[config.mk]
export PLATFORM = sky130hd
export DESIGN_NAME = st7735_cmd_sequencer
export DESIGN_NICKNAME = d
export VERILOG_FILES = /design/src/rtl/st7735_cmd_sequencer.sv
export SDC_FILE = /design/constraint.sdc
export NUM_CORES = 1
export LEC_CHECK = 0
export ABC_AREA = 1
export BUFFER_PORTS_ARGS = -buffer_cell sky130_fd_sc_hd__buf_2
export CAP_MARGIN = 20
export CORE_MARGIN = 5
export CORE_UTILIZATION = 61
export CTS_BUF_LIST = sky130_fd_sc_hd__clkbuf_4 sky130_fd_sc_hd__clkbuf_8
export DETAILED_ROUTE_END_ITERATION = 7
export PLACE_DENSITY = 0.94
export SETUP_SLACK_MARGIN = 0.5
export SYNTH_ARGS = -nofsm -noshare
export SYNTH_HDL_FRONTEND = slang
export SYNTH_SLANG_ARGS = --single-unit
[constraint.sdc]
create_clock -name clk -period 3.34 [get_ports clk]
set_input_delay 0.334 -clock clk [delete_from_list [all_inputs] [get_ports clk]]
set_output_delay 0.334 -clock clk [all_outputs]
set_load 0.005 [all_outputs]
[src/rtl/st7735_cmd_sequencer.sv]
// ST7735 command sequencer: panel reset, fixed init table replay, then host byte stream to spi_controller.
// Optional spi_done watchdog enabled by defining ST7735_SEQ_TIMEOUT_EN.
module st7735_cmd_sequencer #(
    parameter int         CLK_HZ      = 100_000_000,
    parameter int         MS_CYCLES   = CLK_HZ / 1000,
    parameter logic [7:0] COLMOD_VAL  = 8'h05,
    parameter logic [7:0] MADCTL_VAL  = 8'h00,
    parameter int         TIMEOUT_CYC = 4096
) (
    input  logic       clk,
    input  logic       rst_n,
    input  logic       s_valid,
    output logic       s_ready,
    input  logic [7:0] s_data,
    input  logic       s_dc,
    input  logic       s_last,
    output logic       init_done,
    output logic       err,
    output logic       spi_start,
    output logic [7:0] spi_data,
    input  logic       spi_busy,
    input  logic       spi_done,
    output logic       lcd_cs_n,
    output logic       lcd_dc,
    output logic       lcd_rst_n
);

    typedef enum logic [3:0] {
        HWRST_LOW, HWRST_WAIT, INIT_LOAD, INIT_SEND, INIT_WAIT, INIT_DELAY,
        IDLE, HOST_SEND, HOST_WAIT
    } state_t;

    typedef struct packed {
        logic       dc;
        logic [7:0] data;
        logic       last;
        logic [7:0] delay;
    } entry_t;

    localparam logic [2:0] LAST_IDX = 3'd6;
    localparam int         PRE_W    = (MS_CYCLES > 1) ? $clog2(MS_CYCLES) : 1;

    function automatic entry_t init_entry(input logic [2:0] i);
        entry_t e;
        case (i)
            3'd0:    e = '{dc: 1'b0, data: 8'h01,      last: 1'b1, delay: 8'd150};
            3'd1:    e = '{dc: 1'b0, data: 8'h11,      last: 1'b1, delay: 8'd120};
            3'd2:    e = '{dc: 1'b0, data: 8'h3A,      last: 1'b0, delay: 8'd0};
            3'd3:    e = '{dc: 1'b1, data: COLMOD_VAL, last: 1'b1, delay: 8'd0};
            3'd4:    e = '{dc: 1'b0, data: 8'h36,      last: 1'b0, delay: 8'd0};
            3'd5:    e = '{dc: 1'b1, data: MADCTL_VAL, last: 1'b1, delay: 8'd0};
            default: e = '{dc: 1'b0, data: 8'h29,      last: 1'b1, delay: 8'd10};
        endcase
        return e;
    endfunction

    state_t           state, state_nx;
    logic [2:0]       idx, idx_nx;
    entry_t           entry;
    logic [PRE_W-1:0] presc;
    logic [7:0]       ticks, wait_ticks;
    logic             tick, wait_end, timeout, advance;
    logic             start_nx, cs_nx, dc_nx, rstn_nx, last_r, last_nx, done_nx, err_r, err_nx;
    logic [7:0]       data_nx;

    assign entry    = init_entry(idx);
    assign tick     = (presc == PRE_W'(MS_CYCLES - 1));
    assign wait_end = tick && (ticks == wait_ticks - 8'd1);
    assign s_ready  = (state == IDLE) && !spi_busy;
    assign err      = err_r;

    always_comb begin
        case (state)
            HWRST_LOW:  wait_ticks = 8'd10;
            HWRST_WAIT: wait_ticks = 8'd120;
            default:    wait_ticks = entry.delay;
        endcase
    end

    // Tick prescaler restarts on every state change, so an N-tick wait is exactly N*MS_CYCLES cycles.
    always_ff @(posedge clk) begin
        if (!rst_n || state_nx != state) begin
            presc <= '0;
            ticks <= 8'd0;
        end else if (tick) begin
            presc <= '0;
            ticks <= ticks + 8'd1;
        end else begin
            presc <= presc + PRE_W'(1);
        end
    end

`ifdef ST7735_SEQ_TIMEOUT_EN
    localparam int WD_W = $clog2(TIMEOUT_CYC) + 1;
    logic [WD_W-1:0] wd;

    always_ff @(posedge clk) begin
        if (!rst_n || start_nx)
            wd <= '0;
        else if (state == INIT_WAIT || state == HOST_WAIT)
            wd <= wd + WD_W'(1);
    end

    assign timeout = (wd == WD_W'(TIMEOUT_CYC - 1));
`else
    // No watchdog in this build: the comparison is constant false.
    assign timeout = (TIMEOUT_CYC < 0);
`endif

    always_comb begin
        state_nx = state;
        idx_nx   = idx;
        start_nx = 1'b0;
        data_nx  = spi_data;
        dc_nx    = lcd_dc;
        cs_nx    = lcd_cs_n;
        rstn_nx  = lcd_rst_n;
        last_nx  = last_r;
        done_nx  = init_done;
        err_nx   = err_r;
        advance  = 1'b0;
        case (state)
            HWRST_LOW: begin
                if (wait_end) begin
                    state_nx = HWRST_WAIT;
                    rstn_nx  = 1'b1;
                end
            end
            HWRST_WAIT: begin
                if (wait_end) state_nx = INIT_LOAD;
            end
            INIT_LOAD: begin
                data_nx  = entry.data;
                dc_nx    = entry.dc;
                last_nx  = entry.last;
                cs_nx    = 1'b0;
                state_nx = INIT_SEND;
            end
            INIT_SEND: begin
                if (!spi_busy) begin
                    start_nx = 1'b1;
                    state_nx = INIT_WAIT;
                end
            end
            INIT_WAIT: begin
                if (spi_done) begin
                    if (last_r) cs_nx = 1'b1;
                    if (entry.delay == 8'd0) advance = 1'b1;
                    else state_nx = INIT_DELAY;
                end else if (timeout) begin
                    err_nx   = 1'b1;
                    cs_nx    = 1'b1;
                    state_nx = IDLE;
                end
            end
            INIT_DELAY: begin
                if (wait_end) advance = 1'b1;
            end
            IDLE: begin
                if (s_valid && !spi_busy) begin
                    data_nx  = s_data;
                    dc_nx    = s_dc;
                    last_nx  = s_last;
                    cs_nx    = 1'b0;
                    state_nx = HOST_SEND;
                end
            end
            HOST_SEND: begin
                if (!spi_busy) begin
                    start_nx = 1'b1;
                    state_nx = HOST_WAIT;
                end
            end
            HOST_WAIT: begin
                if (spi_done) begin
                    if (last_r) cs_nx = 1'b1;
                    state_nx = IDLE;
                end else if (timeout) begin
                    err_nx   = 1'b1;
                    cs_nx    = 1'b1;
                    state_nx = IDLE;
                end
            end
            default: state_nx = HWRST_LOW;
        endcase
        if (advance) begin
            if (idx == LAST_IDX) begin
                state_nx = IDLE;
                done_nx  = 1'b1;
            end else begin
                idx_nx   = idx + 3'd1;
                state_nx = INIT_LOAD;
            end
        end
    end

    always_ff @(posedge clk) begin
        if (!rst_n) begin
            state     <= HWRST_LOW;
            idx       <= 3'd0;
            spi_start <= 1'b0;
            spi_data  <= 8'h00;
            lcd_cs_n  <= 1'b1;
            lcd_dc    <= 1'b0;
            lcd_rst_n <= 1'b0;
            last_r    <= 1'b0;
            init_done <= 1'b0;
            err_r     <= 1'b0;
        end else begin
            state     <= state_nx;
            idx       <= idx_nx;
            spi_start <= start_nx;
            spi_data  <= data_nx;
            lcd_cs_n  <= cs_nx;
            lcd_dc    <= dc_nx;
            lcd_rst_n <= rstn_nx;
            last_r    <= last_nx;
            init_done <= done_nx;
            err_r     <= err_nx;
        end
    end

endmodule

==> reports/results.txt <==
R2R cell count = 25
Max Fclk = 299 MHz
DRT antenna net count = 0
Reg clk slew, reported paths = 0.10 ns
Cell count after synthesis = 397
Ys Warns = 0
Initial Utilization = 61.9%
Post-Synth XOR/XNOR Area = 6.73%
Initial antenna violation count = 0
CTS Buffer Depth = 2
Pins Over Slew Limit = 0
Crit path largest cell delay = 0.41 ns
Post-Synth Adder-Cell Area = 3.49%
Synth Area in Simple Gates = 38.1%
Die height = 78.5 µm
Setup ws final = -0.00671 ns
Met2 WL post-DR = 3950 µm
Crit path max fanout = 8
Share of layout cells above drive strength 1 = 31.1%
Crit path kind = flop to flop
Via count of the routed design = 3006
Main combinational cell family by area after synthesis = simple AND/OR/NAND/NOR gates
Crit share post-route = 100%
Initial drt markers = 265
TritonCTS Buffers = 5
H-tree depth = 2
Seq/Total Area, Yosys = 32.2%
Critical path depth in cells = 25
CP Buf/Inv Count = 5
Hold crit path type = input port to flop
Worst Tran Pin Value = 0.496 ns
Total gr overflow = 0
Area growth syn-to-layout = 22.5%
Leakage = 1.46 nW
CP max stage cell = dfxtp_4
CP Launch Point = idx[0]$_SDFFE_PN0P_
Count of cell types in the netlist = 42
Port bufs = 28
Setup crit end = presc[15]$_SDFF_PP0_
Number of antenna diodes = 0
Vias in the first global route = 2760
Final WL = 8360 µm
Post-route minimum period = 3.35 ns
VDD IR max = 252 µV
# DRC = 0
Maximum number of pins on one net before global-route repair = 19
Dominant cells by area after synthesis = dfxtp_1 (32%), nand2_1 (9.3%), nor2_1 (6.8%)
Synth Register Bits = 46
Drt pass-1 iters = 5
Final nets = 472
Post-synth top area cell = dfxtp_1
Post-Place Setup Slack = -0.0681 ns
Post-synth EDFFs = 0
DR vias/cell = 5.96
DR top layer = met4
RSZ-0062 raised after global routing = yes
Row count = 25
Critical path's top delay family = simple AND/OR/NAND/NOR gates
CP required = 3.55 ns
Status = finished, violations left
Most used DFF post-synth = dfxtp_1
Compound-Gate Fraction of Synth Area = 9.83%
Met3 wire length = 731 µm
CP arrival = 3.56 ns
Core box area = 4630 µm²
Root buffer cell = clkbuf_8
Crit end category = flop
Mapped Nets = 420
Failing checks = negative setup slack
M1 WL = 3210 µm
Pwr dens = 275 nW/µm²
GP Congestion = 0.896
CTS tree = built
First-pass GRT wire length = 12500 µm
Max_cap viols = 0
Worst skew pair latency = 0.32 ns
Tot GR Track Use = 25.2%
Post-DP HPWL = 4790 µm
Reg2reg end = presc[15]$_SDFF_PP0_
Clock Skew = 0.0110 ns
Die area = 6170 µm²
Startpoint Class = flop
Worst R2R Start = idx[0]$_SDFFE_PN0P_
Non-filler cells, final = 504
Placed Cells = 476
Post-synth ARST share = 0%
CTS Sinks = 46
Yosys top cell area share = 32.2%
Avg WL per Cell = 16.6 µm
Final Hold Viols = 0
Syn Area/Cell = 7.21 µm²
Relative slew slack = 66.7%
R2R setup slack = -0.007 ns
# IOs = 30
Setup violations, final = 3
Post-Syn Area = 2860 µm²
Die width = 78.5 µm
Multiplexer area fraction after synthesis = 0.349%
Crit path top cell by count = nand2_2
## power by group
| group | internal, W | switching (W) |
|---|---|---|
| Sequential | 0.000549 | 0.00000306 |
| Clock | 0.000152 | 0.000220 |
| Combinational | 0.0000173 | 0.0000242 |
| Total | 0.000718 | 0.000248 |
## logic make-up (layout without fill, tap and decap cells)
logic type,Yosys count,after routing
and+or+nand+nor,208,208
muxes,1,1
other,1,1
buffers and inverters,64,117
AOI/OAI and AO/OA,47,47
xor gates and xnor gates,22,22
DFF,46,46
adders and majority gates,8,8
## state kept, by name, summed over array words and instances (netlist names), 3 cells and up
name	cells
presc	17
idx	3
state	4
ticks	8
spi_data	8
## synthesized netlist by cell type, drive strengths merged, types with 3 or more instances
cell type,instances
nand2,81
nor2,70
inv,57
dfxtp,46
nand3,33
o21ai,20
a21oi,19
xor2,19
nor3,12
ha,8
nand4,6
buf,3
xnor2,3
## layout make-up
type / instances / area, µm²
Sequential cell: 46 / 932
Tap cell: 54 / 67.6
Inverter: 59 / 229
Fill cell: 309 / 1120
Timing Repair Buffer: 50 / 353
Clock buffer: 5 / 68.8
Multi-Input combinational cell: 287 / 1830
Clock inverter: 3 / 25.0
## repair_timing
action | in CTS | in global routing
buffers inserted | 13 | 7
hold buffers | 0 | 0
setup endpoints to repair | 27 | 32
gates resized for setup | 11 | 21
pin swaps | 12 | 8
hold endpoints to repair | 0 | 0
## worst reg2reg max path, stage by stage (launching register included)
cell and delay [ns]:
dfxtp_4 0.41, inv_4 0.06, ha_4 0.18, nand2_2 0.09, nand2_2 0.09, nor2_4 0.15
nand3_2 0.11, nand2_2 0.09, inv_2 0.05, ha_4 0.27, xor2_2 0.16, buf_4 0.13
nand4_1 0.10, nor2_2 0.13, nand3_2 0.14, nor2_4 0.19, nand2_2 0.09, nand2_4 0.10
nand2_4 0.06, nand2_2 0.09, nand2_2 0.06, nand2_2 0.10, inv_2 0.06, nand4_4 0.14
buf_12 0.17, nor2_4 0.04
## through the flow
stage / area (µm²) / total power [W] / util (%) / TNS [ns] / hold WS [ns]
after floorplan: 2940 / 0.000586 / - / 0 / 0.413
after global placement: 3120 / 0.000595 / 67.5 / 0 / 0.446
after detailed placement: 3120 / 0.000596 / 67.5 / -0.615 / 0.448
after CTS: 3380 / 0.000959 / 73.1 / 0 / 0.257
after global routing: 3510 / 0.000994 / 75.8 / -1.20 / 0.262
final: 3510 / 0.000965 / 75.8 / -0.0119 / 0.252
## cell usage in the layout, fill, tap and decap left out, drive strengths merged, types with 3 or more instances in the layout
cell / synthesis / routed
inv: 57 / 58
a21oi: 19 / 19
dfxtp: 46 / 46
nand4: 6 / 6
clkbuf: 2 / 5
ha: 8 / 8
buf: 3 / 50
nand3: 33 / 33
nand2: 81 / 81
xnor2: 3 / 3
clkinv: 2 / 3
xor2: 19 / 19
o21ai: 20 / 20
nor2: 70 / 70
nor3: 12 / 12
## layer usage
metal,GRT usage [%],up-vias
li1,-,1370
met1,28.8,1377
met2,43.0,202
met3,5.16,57
met4,14.9,0
met5,0,-
## worst min path at each step
| stage | from | to | cells after the start |
|---|---|---|---|
| floorplan | spi_busy | spi_start$_SDFF_PN0_ | 1 |
| CTS | s_data[6] | spi_data[6]$_SDFFE_PN0P_ | 3 |
| global placement | init_done$_SDFFE_PN0P_ | init_done$_SDFFE_PN0P_ | 2 |
| global route | s_data[6] | spi_data[6]$_SDFFE_PN0P_ | 3 |
| detailed placement | lcd_rst_n$_SDFFE_PN0P_ | lcd_rst_n$_SDFFE_PN0P_ | 2 |
| finish | s_data[6] | spi_data[6]$_SDFFE_PN0P_ | 3 |
Power figures use the tool's default switching activity.
